<file path="src/rtl/round_ctrl_if.sv">
// round_ctrl_if: signal bundle between the game-round controller and its
// neighbours (digit generator upstream, player input, display downstream).
//
//   master modport (player/generator/display side):
//     drives  start, entry_valid, entry_digit, d0..d3
//     reads   seed_en, tgt0..tgt3, guess_pos, busy, time_left, match,
//             win, lose, round_done, score
//   slave modport (round_ctrl side): the mirror image.
//
// SCORE_W must match the SCORE_W of the round_ctrl instance it connects to.
interface round_ctrl_if #(
  parameter int SCORE_W = 8
);
  logic               start;
  logic               entry_valid;
  logic [3:0]         entry_digit;
  logic [3:0]         d0, d1, d2, d3;
  logic               seed_en;
  logic [3:0]         tgt0, tgt1, tgt2, tgt3;
  logic [1:0]         guess_pos;
  logic               busy;
  logic [7:0]         time_left;
  logic [3:0]         match;
  logic               win;
  logic               lose;
  logic               round_done;
  logic [SCORE_W-1:0] score;

  modport master (
    output start, entry_valid, entry_digit, d0, d1, d2, d3,
    input  seed_en, tgt0, tgt1, tgt2, tgt3, guess_pos, busy, time_left,
           match, win, lose, round_done, score
  );

  modport slave (
    input  start, entry_valid, entry_digit, d0, d1, d2, d3,
    output seed_en, tgt0, tgt1, tgt2, tgt3, guess_pos, busy, time_left,
           match, win, lose, round_done, score
  );
endinterface

</file>
<file path="src/rtl/round_ctrl.sv">
// round_ctrl: game-round controller placed after the digit generator.
//   Requests a seed on the first start, latches the generator's four digits
//   (0-9, 10 = wildcard) as the target, collects a 4-digit guess under a
//   countdown, scores the round and exports target/timer/score for display.
//
// Ports:
//   clk  system clock
//   rst  asynchronous, active-high reset (aborts a round, clears score)
//   bus  round_ctrl_if.slave: start/entry_valid/entry_digit/d0..d3 in;
//        seed_en, tgt0..3, guess_pos, busy, time_left, match, win, lose,
//        round_done, score out
//
// Parameters: TICKS_PER_SEC (>=2) clocks per countdown second, ROUND_SECS
//   (1-255) round length, SCORE_W score width (must match the interface).
//
// Build option: define PENALTY_EN to decrement the score (saturating at 0)
//   on every lost round; without it a loss leaves the score unchanged.
module round_ctrl #(
  parameter int TICKS_PER_SEC = 100000000,
  parameter int ROUND_SECS    = 10,
  parameter int SCORE_W       = 8
) (
  input logic         clk,
  input logic         rst,
  round_ctrl_if.slave bus
);

  localparam int                  TICK_W     = $clog2(TICKS_PER_SEC);
  localparam logic [TICK_W-1:0]   TICK_LAST  = TICK_W'(TICKS_PER_SEC - 1);
  localparam logic [7:0]          ROUND_TIME = 8'(ROUND_SECS);
  localparam logic [SCORE_W-1:0]  SCORE_MAX  = '1;
  localparam logic [3:0]          WILDCARD   = 4'd10;

  typedef enum logic [2:0] {
    S_IDLE,
    S_LOAD,
    S_ENTRY,
    S_CHECK,
    S_DONE
  } state_t;

  state_t state, state_nx;

  logic               load_second;  // second of the two LOAD cycles
  logic [TICK_W-1:0]  tick;
  logic [3:0]         guess [4];
  logic [3:0]         tgt [4];
  logic               seed_en;
  logic [1:0]         guess_pos;
  logic [7:0]         time_left;
  logic [3:0]         match;
  logic               win;
  logic               lose;
  logic               round_done;
  logic [SCORE_W-1:0] score;
  logic               busy;

  logic               accept;       // legal digit offered during ENTRY
  logic               last_digit;   // accept of the 4th digit
  logic               timeout;      // final second expires, no 4th digit
  logic [3:0]         match_now;
  logic               win_now;
  logic               lose_now;

  assign accept     = (state == S_ENTRY) && bus.entry_valid && (bus.entry_digit <= 4'd9);
  assign last_digit = accept && (guess_pos == 2'd3);
  // A 4th digit arriving on the expiry cycle wins over the timeout.
  assign timeout    = (state == S_ENTRY) && (tick == TICK_LAST) &&
                      (time_left == 8'd1) && !last_digit;

  // Next state and busy.
  // NOTE: every signal written here gets a default first, so no path can
  // leave it unassigned and infer a latch.
  always_comb begin
    state_nx = state;
    busy     = 1'b0;
    case (state)
      S_IDLE:  if (bus.start) state_nx = S_LOAD;
      S_LOAD: begin
        busy = 1'b1;
        if (load_second) state_nx = S_ENTRY;
      end
      S_ENTRY: begin
        busy = 1'b1;
        if (last_digit)   state_nx = S_CHECK;
        else if (timeout) state_nx = S_DONE;
      end
      S_CHECK: begin
        busy     = 1'b1;
        state_nx = S_DONE;
      end
      S_DONE:  if (bus.start) state_nx = S_LOAD;
      default: state_nx = S_IDLE;
    endcase
  end

  // NOTE: sequential state uses non-blocking assignments so every register
  // samples pre-edge values regardless of block evaluation order.
  always_ff @(posedge clk or posedge rst) begin
    if (rst) state <= S_IDLE;
    else     state <= state_nx;
  end

  // Position i is the i-th digit entered, compared with target digit i.
  always_comb begin
    match_now = '0;
    for (int i = 0; i < 4; i++)
      match_now[i] = (tgt[i] == WILDCARD) || (guess[i] == tgt[i]);
  end

  assign win_now  = (state == S_CHECK) && (&match_now);
  assign lose_now = ((state == S_CHECK) && !(&match_now)) || timeout;

  always_ff @(posedge clk or posedge rst) begin
    if (rst) begin
      // NOTE: the guess and target arrays are small register files that
      // must read as zero after reset, so they are reset explicitly.
      for (int i = 0; i < 4; i++) begin
        guess[i] <= '0;
        tgt[i]   <= '0;
      end
      load_second <= 1'b0;
      tick        <= '0;
      seed_en     <= 1'b0;
      guess_pos   <= '0;
      time_left   <= '0;
      match       <= '0;
      win         <= 1'b0;
      lose        <= 1'b0;
      round_done  <= 1'b0;
    end else begin
      round_done <= 1'b0;
      // seed_en rises with the first start and stays up until reset.
      if (state_nx == S_LOAD) seed_en <= 1'b1;

      case (state)
        S_LOAD: begin
          load_second <= !load_second;
          if (load_second) begin
            for (int i = 0; i < 4; i++) tgt[i] <= '0;
            tgt[0]    <= bus.d0;
            tgt[1]    <= bus.d1;
            tgt[2]    <= bus.d2;
            tgt[3]    <= bus.d3;
            guess_pos <= '0;
            time_left <= ROUND_TIME;
            tick      <= '0;
            match     <= '0;
            win       <= 1'b0;
            lose      <= 1'b0;
          end
        end
        S_ENTRY: begin
          if (accept) begin
            guess[guess_pos] <= bus.entry_digit;
            guess_pos        <= guess_pos + 2'd1;  // 3 wraps to 0
          end
          if (!last_digit) begin
            if (tick == TICK_LAST) begin
              tick      <= '0;
              time_left <= time_left - 8'd1;
            end else begin
              tick <= tick + 1'b1;
            end
          end
          if (timeout) begin
            lose       <= 1'b1;
            match      <= '0;
            round_done <= 1'b1;
          end
        end
        S_CHECK: begin
          match      <= match_now;
          win        <= win_now;
          lose       <= !win_now;
          round_done <= 1'b1;
        end
        default: ;
      endcase
    end
  end

  always_ff @(posedge clk or posedge rst) begin
    if (rst) begin
      score <= '0;
    end else if (win_now) begin
      if (score != SCORE_MAX) score <= score + 1'b1;
    end
`ifdef PENALTY_EN
    else if (lose_now) begin
      if (score != '0) score <= score - 1'b1;
    end
`endif
  end

`ifndef PENALTY_EN
  // lose_now only feeds the penalty path; keep it referenced in this build.
  logic unused_lose_now;
  assign unused_lose_now = lose_now;
`endif

  assign bus.seed_en    = seed_en;
  assign bus.tgt0       = tgt[0];
  assign bus.tgt1       = tgt[1];
  assign bus.tgt2       = tgt[2];
  assign bus.tgt3       = tgt[3];
  assign bus.guess_pos  = guess_pos;
  assign bus.busy       = busy;
  assign bus.time_left  = time_left;
  assign bus.match      = match;
  assign bus.win        = win;
  assign bus.lose       = lose;
  assign bus.round_done = round_done;
  assign bus.score      = score;

endmodule
</file>
<file path="src/flat_wrapper.sv">
// flat-port wrapper written by rule: the top's interface ports become plain ports
module round_ctrl_flat 
#(
  parameter int TICKS_PER_SEC = 100000000,
  parameter int ROUND_SECS    = 10,
  parameter int SCORE_W       = 8
)
  (clk, rst, bus_start, bus_entry_valid, bus_entry_digit, bus_d0, bus_d1, bus_d2, bus_d3, bus_seed_en, bus_tgt0, bus_tgt1, bus_tgt2, bus_tgt3, bus_guess_pos, bus_busy, bus_time_left, bus_match, bus_win, bus_lose, bus_round_done, bus_score);
  round_ctrl_if #(.SCORE_W(SCORE_W)) bus_i ();
  input logic clk;
  input logic rst;
  input wire logic [$bits(bus_i.start)-1:0] bus_start;
  input wire logic [$bits(bus_i.entry_valid)-1:0] bus_entry_valid;
  input wire logic [$bits(bus_i.entry_digit)-1:0] bus_entry_digit;
  input wire logic [$bits(bus_i.d0)-1:0] bus_d0;
  input wire logic [$bits(bus_i.d1)-1:0] bus_d1;
  input wire logic [$bits(bus_i.d2)-1:0] bus_d2;
  input wire logic [$bits(bus_i.d3)-1:0] bus_d3;
  output wire logic [$bits(bus_i.seed_en)-1:0] bus_seed_en;
  output wire logic [$bits(bus_i.tgt0)-1:0] bus_tgt0;
  output wire logic [$bits(bus_i.tgt1)-1:0] bus_tgt1;
  output wire logic [$bits(bus_i.tgt2)-1:0] bus_tgt2;
  output wire logic [$bits(bus_i.tgt3)-1:0] bus_tgt3;
  output wire logic [$bits(bus_i.guess_pos)-1:0] bus_guess_pos;
  output wire logic [$bits(bus_i.busy)-1:0] bus_busy;
  output wire logic [$bits(bus_i.time_left)-1:0] bus_time_left;
  output wire logic [$bits(bus_i.match)-1:0] bus_match;
  output wire logic [$bits(bus_i.win)-1:0] bus_win;
  output wire logic [$bits(bus_i.lose)-1:0] bus_lose;
  output wire logic [$bits(bus_i.round_done)-1:0] bus_round_done;
  output wire logic [$bits(bus_i.score)-1:0] bus_score;
  assign bus_i.start = bus_start;
  assign bus_i.entry_valid = bus_entry_valid;
  assign bus_i.entry_digit = bus_entry_digit;
  assign bus_i.d0 = bus_d0;
  assign bus_i.d1 = bus_d1;
  assign bus_i.d2 = bus_d2;
  assign bus_i.d3 = bus_d3;
  assign bus_seed_en = bus_i.seed_en;
  assign bus_tgt0 = bus_i.tgt0;
  assign bus_tgt1 = bus_i.tgt1;
  assign bus_tgt2 = bus_i.tgt2;
  assign bus_tgt3 = bus_i.tgt3;
  assign bus_guess_pos = bus_i.guess_pos;
  assign bus_busy = bus_i.busy;
  assign bus_time_left = bus_i.time_left;
  assign bus_match = bus_i.match;
  assign bus_win = bus_i.win;
  assign bus_lose = bus_i.lose;
  assign bus_round_done = bus_i.round_done;
  assign bus_score = bus_i.score;
  round_ctrl #(.TICKS_PER_SEC(TICKS_PER_SEC), .ROUND_SECS(ROUND_SECS), .SCORE_W(SCORE_W)) u_core (.clk(clk), .rst(rst), .bus(bus_i));
endmodule
</file>
<file path="config.mk">
export PLATFORM = sky130hd
export DESIGN_NAME = round_ctrl_flat
export DESIGN_NICKNAME = d
export VERILOG_FILES = /design/src/rtl/round_ctrl_if.sv /design/src/rtl/round_ctrl.sv /design/src/flat_wrapper.sv
export SDC_FILE = /design/constraint.sdc
export NUM_CORES = 1
export LEC_CHECK = 0
export BUFFER_PORTS_ARGS = -buffer_cell sky130_fd_sc_hd__buf_2
export CAP_MARGIN = 15
export CORE_MARGIN = 8
export CORE_UTILIZATION = 45
export DETAILED_ROUTE_END_ITERATION = 8
export GPL_TIMING_DRIVEN = 0
export HOLD_SLACK_MARGIN = 0.1
export PLACE_DENSITY = 0.65
export SLEW_MARGIN = 10
export SYNTH_ARGS = -nofsm -noshare
export SYNTH_HDL_FRONTEND = slang
export SYNTH_SLANG_ARGS = --single-unit
</file>
<file path="constraint.sdc">
create_clock -name clk -period 3.3 [get_ports clk]
set_input_delay 0.495 -clock clk [delete_from_list [all_inputs] [get_ports clk]]
set_output_delay 0.495 -clock clk [all_outputs]
set_load 0.05 [all_outputs]
</file>
# Word level (Yosys, flattened, before mapping)
# Index checks and enable logic that the tools add are counted.
dict set report op_classes {
  addsub 4
  order_cmp 3
  n_eq_ne 22
  n_mux 29
  bitwise_logic 1
  reduce_logical 30
}
# op count
set ops {}
lappend ops {{two-way mux 27 bit} 3}
lappend ops {{case mux 27 bit (2 select lines)} 1}
lappend ops {{adder 27 x 1 -> 27 bit (second input constant)} 1}
lappend ops {{equality test 27 bit (second input constant)} 1}
lappend ops {{two-way mux 8 bit} 3}
lappend ops {{bitwise mux 16 bit} 1}
lappend ops {{equality test 4 bit} 4}
lappend ops {{equality test 4 bit (second input constant)} 4}
lappend ops {{case mux 8 bit (2 select lines)} 1}
lappend ops {{two-way mux 3 bit} 4}
lappend ops {{two-way mux 4 bit} 3}
lappend ops {{case mux 3 bit (4 select lines)} 1}
lappend ops {{case mux 4 bit (3 select lines)} 1}
lappend ops {{AND reduction 3 bit} 3}
lappend ops {{adder 8 x 1 -> 8 bit (second input constant)} 1}
lappend ops {{demux 4 bit (select 2 bit)} 1}
lappend ops {{equality test 8 x 1 -> 1 bit (second input constant)} 1}
lappend ops {{logical AND 1 bit} 8}
lappend ops {{!= test 8 bit (second input constant)} 1}
lappend ops {{AND reduction 2 bit} 4}
lappend ops {{AND reduction 4 bit} 2}
lappend ops {{subtractor 8 x 1 -> 8 bit (second input constant)} 1}
lappend ops {{equality test 3 x 1 -> 1 bit (second input constant)} 2}
lappend ops {{equality test 3 x 2 -> 1 bit (second input constant)} 2}
lappend ops {{other kinds (21)} 35}
dict set report totals {
  register_bits 89
  in_bits 24
  out_inout_bits 43
  word_cells 108
}

# Depth between registers and ports, before layout
dict set report depth {
  ltp_word 10
  mapped_depth 9
  mapped_depth_nobuf 6
}

# Worst setup path after synthesis
# No wires, ideal clock.
dict set report synth_timing {
  kind {reg-to-reg}
  from {register u_core.time_left[2] (netlist: u_core.bus.time_left[2])}
  to {register u_core.state[2]}
  setup_ps 64
  arrival_time_ps 2184
  required_time_ps 3236
  path_slack_ps 1052
  stages_incl_launch_ff 6
  path_buffers 0
  period_less_slack_ps 2248
  cell_sequence {dfrtp_1 -> or4_1 -> nor4b_2 -> or4b_1 -> a21oi_1 -> a21o_1}
}
dict set report synth_between {
  elab_chain_len 6
}
# item line
set synth_lines {}
lappend synth_lines {{start: declaration} round_ctrl.sv:50} ;# logic [7:0] time_left;
lappend synth_lines {{start signal: assignment} round_ctrl.sv:161} ;# time_left <= time_left - 8'd1;
lappend synth_lines {{equality test 8 x 1 -> 1 bit} round_ctrl.sv:69} ;# (time_left == 8'd1) && !last_digit;
lappend synth_lines {{logical AND 1 bit} round_ctrl.sv:68} ;# assign timeout = (state == S_ENTRY) && (tick == TICK_LAST) &&
lappend synth_lines {{logical AND 1 bit} round_ctrl.sv:69}
lappend synth_lines {{two-way mux 3 bit} round_ctrl.sv:86} ;# else if (timeout) state_nx = S_DONE;
lappend synth_lines {{two-way mux 3 bit} round_ctrl.sv:85} ;# if (last_digit) state_nx = S_CHECK;
lappend synth_lines {{case mux 3 bit (4 select lines)} round_ctrl.sv:77} ;# case (state)
lappend synth_lines {{named net u_core.state_nx[2]} round_ctrl.sv:42} ;# state_t state, state_nx;
lappend synth_lines {{end signal: assignment} round_ctrl.sv:101} ;# else state <= state_nx;
lappend synth_lines {{end: declaration} round_ctrl.sv:42}
# The timed path passes the listed nets, and every way through them passes these cells.
# A chain may end at the register's enable or synchronous reset.

# Worst setup path in the final report
dict set report layout_timing {
  from {register u_core.state[0]}
  to {register u_core.tick[18]}
}
dict set report layout_between {
  elab_chain_len 6
  word_cells_on_any_way 10
  classes_between {eq/ne: 4; mux: 1; reduce/logical: 5}
}
# item line
set layout_lines {}
lappend layout_lines {{equality test 3 x 2 -> 1 bit} {round_ctrl.sv:65, round_ctrl.sv:136}}
lappend layout_lines {{logical AND 1 bit (2 in series)} round_ctrl.sv:65} ;# assign accept = (state == S_ENTRY) && bus.entry_valid && (bus.entry_digit <= 4'd9);
lappend layout_lines {{logical AND 1 bit} round_ctrl.sv:66} ;# assign last_digit = accept && (guess_pos == 2'd3);
lappend layout_lines {{!= test 2 bit (no line)} n/a}
lappend layout_lines {{AND reduction 3 bit (no line)} n/a}
lappend layout_lines {{end signal: assignment} round_ctrl.sv:163} ;# tick <= tick + 1'b1;
lappend layout_lines {{end: declaration} round_ctrl.sv:45} ;# logic [TICK_W-1:0] tick;
# Parallel ways exist; a longest one is shown, timed or not.

==> results.cfg <==
[worst_hold_path]
hp-class = in -> async

[logic_synthesis]
synth-edff-count = 0
dominantRegCellSynth = dfrtp_1
syn_nets = 481
synthCells = 449
ys_types = 61
yosysWarnings = 0
async_reset_ff_share_pct = 100
synth.avg_cell_area_um2 = 10.2
synth.ff_latch_count = 89
seq_area_frac_synth_pct = 48.4
synth_area_mm2 = 0.00460

[place]
placed_cells = 652
io_buffers = 66
gp_congestion = 0.857
dp_worst_setup_slack_ns = 0.768
hpwl_um = 7900

[grt]
grt_pass1_vias = 3451
grt_pass1_wl_um = 17200
grt.total_usage_pct = 16.0
grt_antenna_before_repair = 0
grt_max_degree = 66
overflow = 0

[clocking]
cts_buffers = 9
cts_tree = built
ctsHtreeMaxLevel = 3
clk_path_buf_depth = 2
cts-root-buf = clkbuf_8
clk_pin_slew_ns = 0.09
clkLatencyLatePin_ns = 0.36
post_cts_resized = 0
hold_buffers = 0
clock-sinks = 89
postCtsSetupBuffers = 0

[sta]
slew_headroom_pct = 55.1
layout_setup_ws_ns = 0.777
final.min_clock_period_ns = 2.52
tightest_slew_ns = 0.666
rsz0062_at_grt = false
hold_viol = 0
fin_crit_sh_pct = 76.4
slew_viol_final = 0
finClkSkew_ns = 0.0106
fmax_mhz = 396
setup_tns_ns = 0
setup_viol = 0

[route]
vias = 3599
drtIter0Drc = 189
drt_wl_total_um = 10600
post-route-drc-count = 0
first_pass_iters = 4
drtAntennaViolNets = 0
vias_per_cell = 5.39
wl_per_cell_um = 15.8

[floorplan]
dieArea_mm2 = 0.0137
num_rows = 37
start_util_pct = 45.4
core_mm2 = 0.0101
die_y_um = 117
ios = 67
die_w_um = 117

[final_layout]
drive_gt1_share_pct = 25.4
area_delta_synth_final_pct = 16.4
fillers = 912
layout.cells.non_filler = 668
postLayoutCoreUtil_pct = 52.8
nets = 559
antenna_cells = 0

[setup_path]
crit_type = reg -> reg
crit_required_ns = 3.54
critPathLaunchType = flip-flop
cp.arrival_ns = 2.76
endpoint_kind = flip-flop
path_max_fanout = 10

[outcome]
status = finished, final reports clean

[run]
maxCapViolations = 0

[power]
power.density_mw_per_mm2 = 821
ir_worst_vdd_v = 0.000603
leakage_uw = 0.00246
[per-layer routing]
layer	GRT usage, %	wire, um	vias to the layer above
li1	-	-	1769
met2	25.2	4930	74
met1	22.0	4970	1746
met5	0	0	-
met4	5.72	112	0
met3	2.26	559	10
[placed cells by master, fill, tap and decap left out, drive strengths merged, types with 3 or more instances in the layout]
master / n
a2111oi: 4
a211oi: 6
a21oi: 18
a31o: 4
a31oi: 4
and3: 4
and4: 4
buf: 81
clkbuf: 15
dfrtp: 89
ha: 8
inv: 16
mux2: 17
mux2i: 4
nand2: 78
nand2b: 3
nand3: 19
nand3b: 3
nand4: 8
nor2: 27
nor3: 4
nor4bb: 3
o21ai: 13
o31ai: 14
o41ai: 3
or4: 13
xnor2: 24
xor2: 11
[logic make-up after synthesis]
| kind of cell | synth area share [%] |
|---|---|
| buffers and inverters | 3.54 |
| adder cells (fa/ha/maj) | 2.18 |
| XOR/XNOR | 6.66 |
| multiplexers | 5.03 |
| flip-flops | 48.4 |
| AO/OA/AOI/OAI | 13.0 |
| AND/OR/NAND/NOR | 21.2 |
[final cells by class]
cell class / instances / area, um^2 / area share (%)
inverters: 13 / 51.3 / 0.958
flip-flops and latches: 89 / 2230 / 41.6
plain buffers: 20 / 114 / 2.13
multi-input cells: 327 / 2210 / 41.3
repair buffers: 67 / 358 / 6.68
clock buffers: 9 / 124 / 2.31
well taps: 136 / 170 / 3.18
clock inverters: 7 / 101 / 1.89
[power by group]
group | internal (uW) | switching [uW]
Sequential | 1350 | 251
Combinational | 580 | 1370
Clock | 436 | 413
[synthesized netlist by cell type, types with 3 or more instances]
library cell	instances	area [um^2]
or4_1	9	67.6
nor3_1	3	15.0
ha_1	8	100
o31ai_1	14	105
nand2b_1	3	18.8
or4_4	4	45.0
a31oi_1	3	18.8
inv_1	13	48.8
buf_2	7	35.0
mux2_2	17	191
nand3_1	19	95.1
o41ai_1	3	26.3
o21ai_0	12	60.1
dfrtp_1	89	2230
a211oi_1	6	45.0
and3_1	4	25.0
xnor2_1	24	210
xor2_1	11	96.3
nand4_1	7	43.8
nand3b_1	3	22.5
a21oi_2	4	35.0
nand2_1	78	293
nor2_1	27	101
a21oi_1	14	70.1
a2111oi_0	3	26.3
clkbuf_1	6	22.5
buf_6	3	33.8
a31o_2	3	26.3
nor4bb_1	3	30.0
mux2i_1	4	40.0
and4_1	4	35.0
[registers in the layout, summed over array words and instances, names as in the netlist, 2 cells and up]
register	cells
u_core.bus.guess_pos	2
u_core.bus.match	4
u_core.bus.score	8
u_core.bus.tgt0	4
u_core.bus.tgt1	4
u_core.bus.tgt2	4
u_core.bus.tgt3	4
u_core.bus.time_left	8
u_core.guess	16
u_core.state	3
u_core.tick	27
[critical path: stages, from the launching register on]
cell	delay, ns
dfrtp_1	0.36
buf_2	0.17
or3b_4	0.39
a31oi_2	0.27
nor2_1	0.10
buf_2	0.19
nor2_1	0.47
buf_2	0.37
a21oi_1	0.09
[metrics by stage]
step	instance area [um^2]	hold WS [ns]	power [uW]
after floorplan	4600	0.484	3060
after global placement	5100	0.488	3530
after detailed placement	5130	0.494	3580
after CTS	5360	0.101	4430
after global routing	5360	0.120	4660
final	5360	0.0971	4400
[worst paths after layout]
kind / from / slack, ns / cells after the start / end
setup / recovery: u_core.state[0]$_DFF_PP0_ / 0.78 / 8 / u_core.tick[18]$_DFFE_PP0P_
hold / removal: rst / 0.1 / 2 / u_core.bus.score[0]$_DFFE_PP0P_
setup reg to reg: u_core.state[0]$_DFF_PP0_ / 0.78 / 8 / u_core.tick[18]$_DFFE_PP0P_
hold reg to reg: u_core.bus.score[7]$_DFFE_PP0P_ / 0.51 / 1 / u_core.bus.score[7]$_DFFE_PP0P_
max in group asynchronous: rst / 2.59 / 3 / u_core.bus.time_left[7]$_DFFE_PP0P_
min in group clk: bus_d0[0] / 0.32 / 3 / u_core.bus.tgt0[0]$_DFFE_PP0P_
Note: power is estimated with default switching activity, not from simulation.
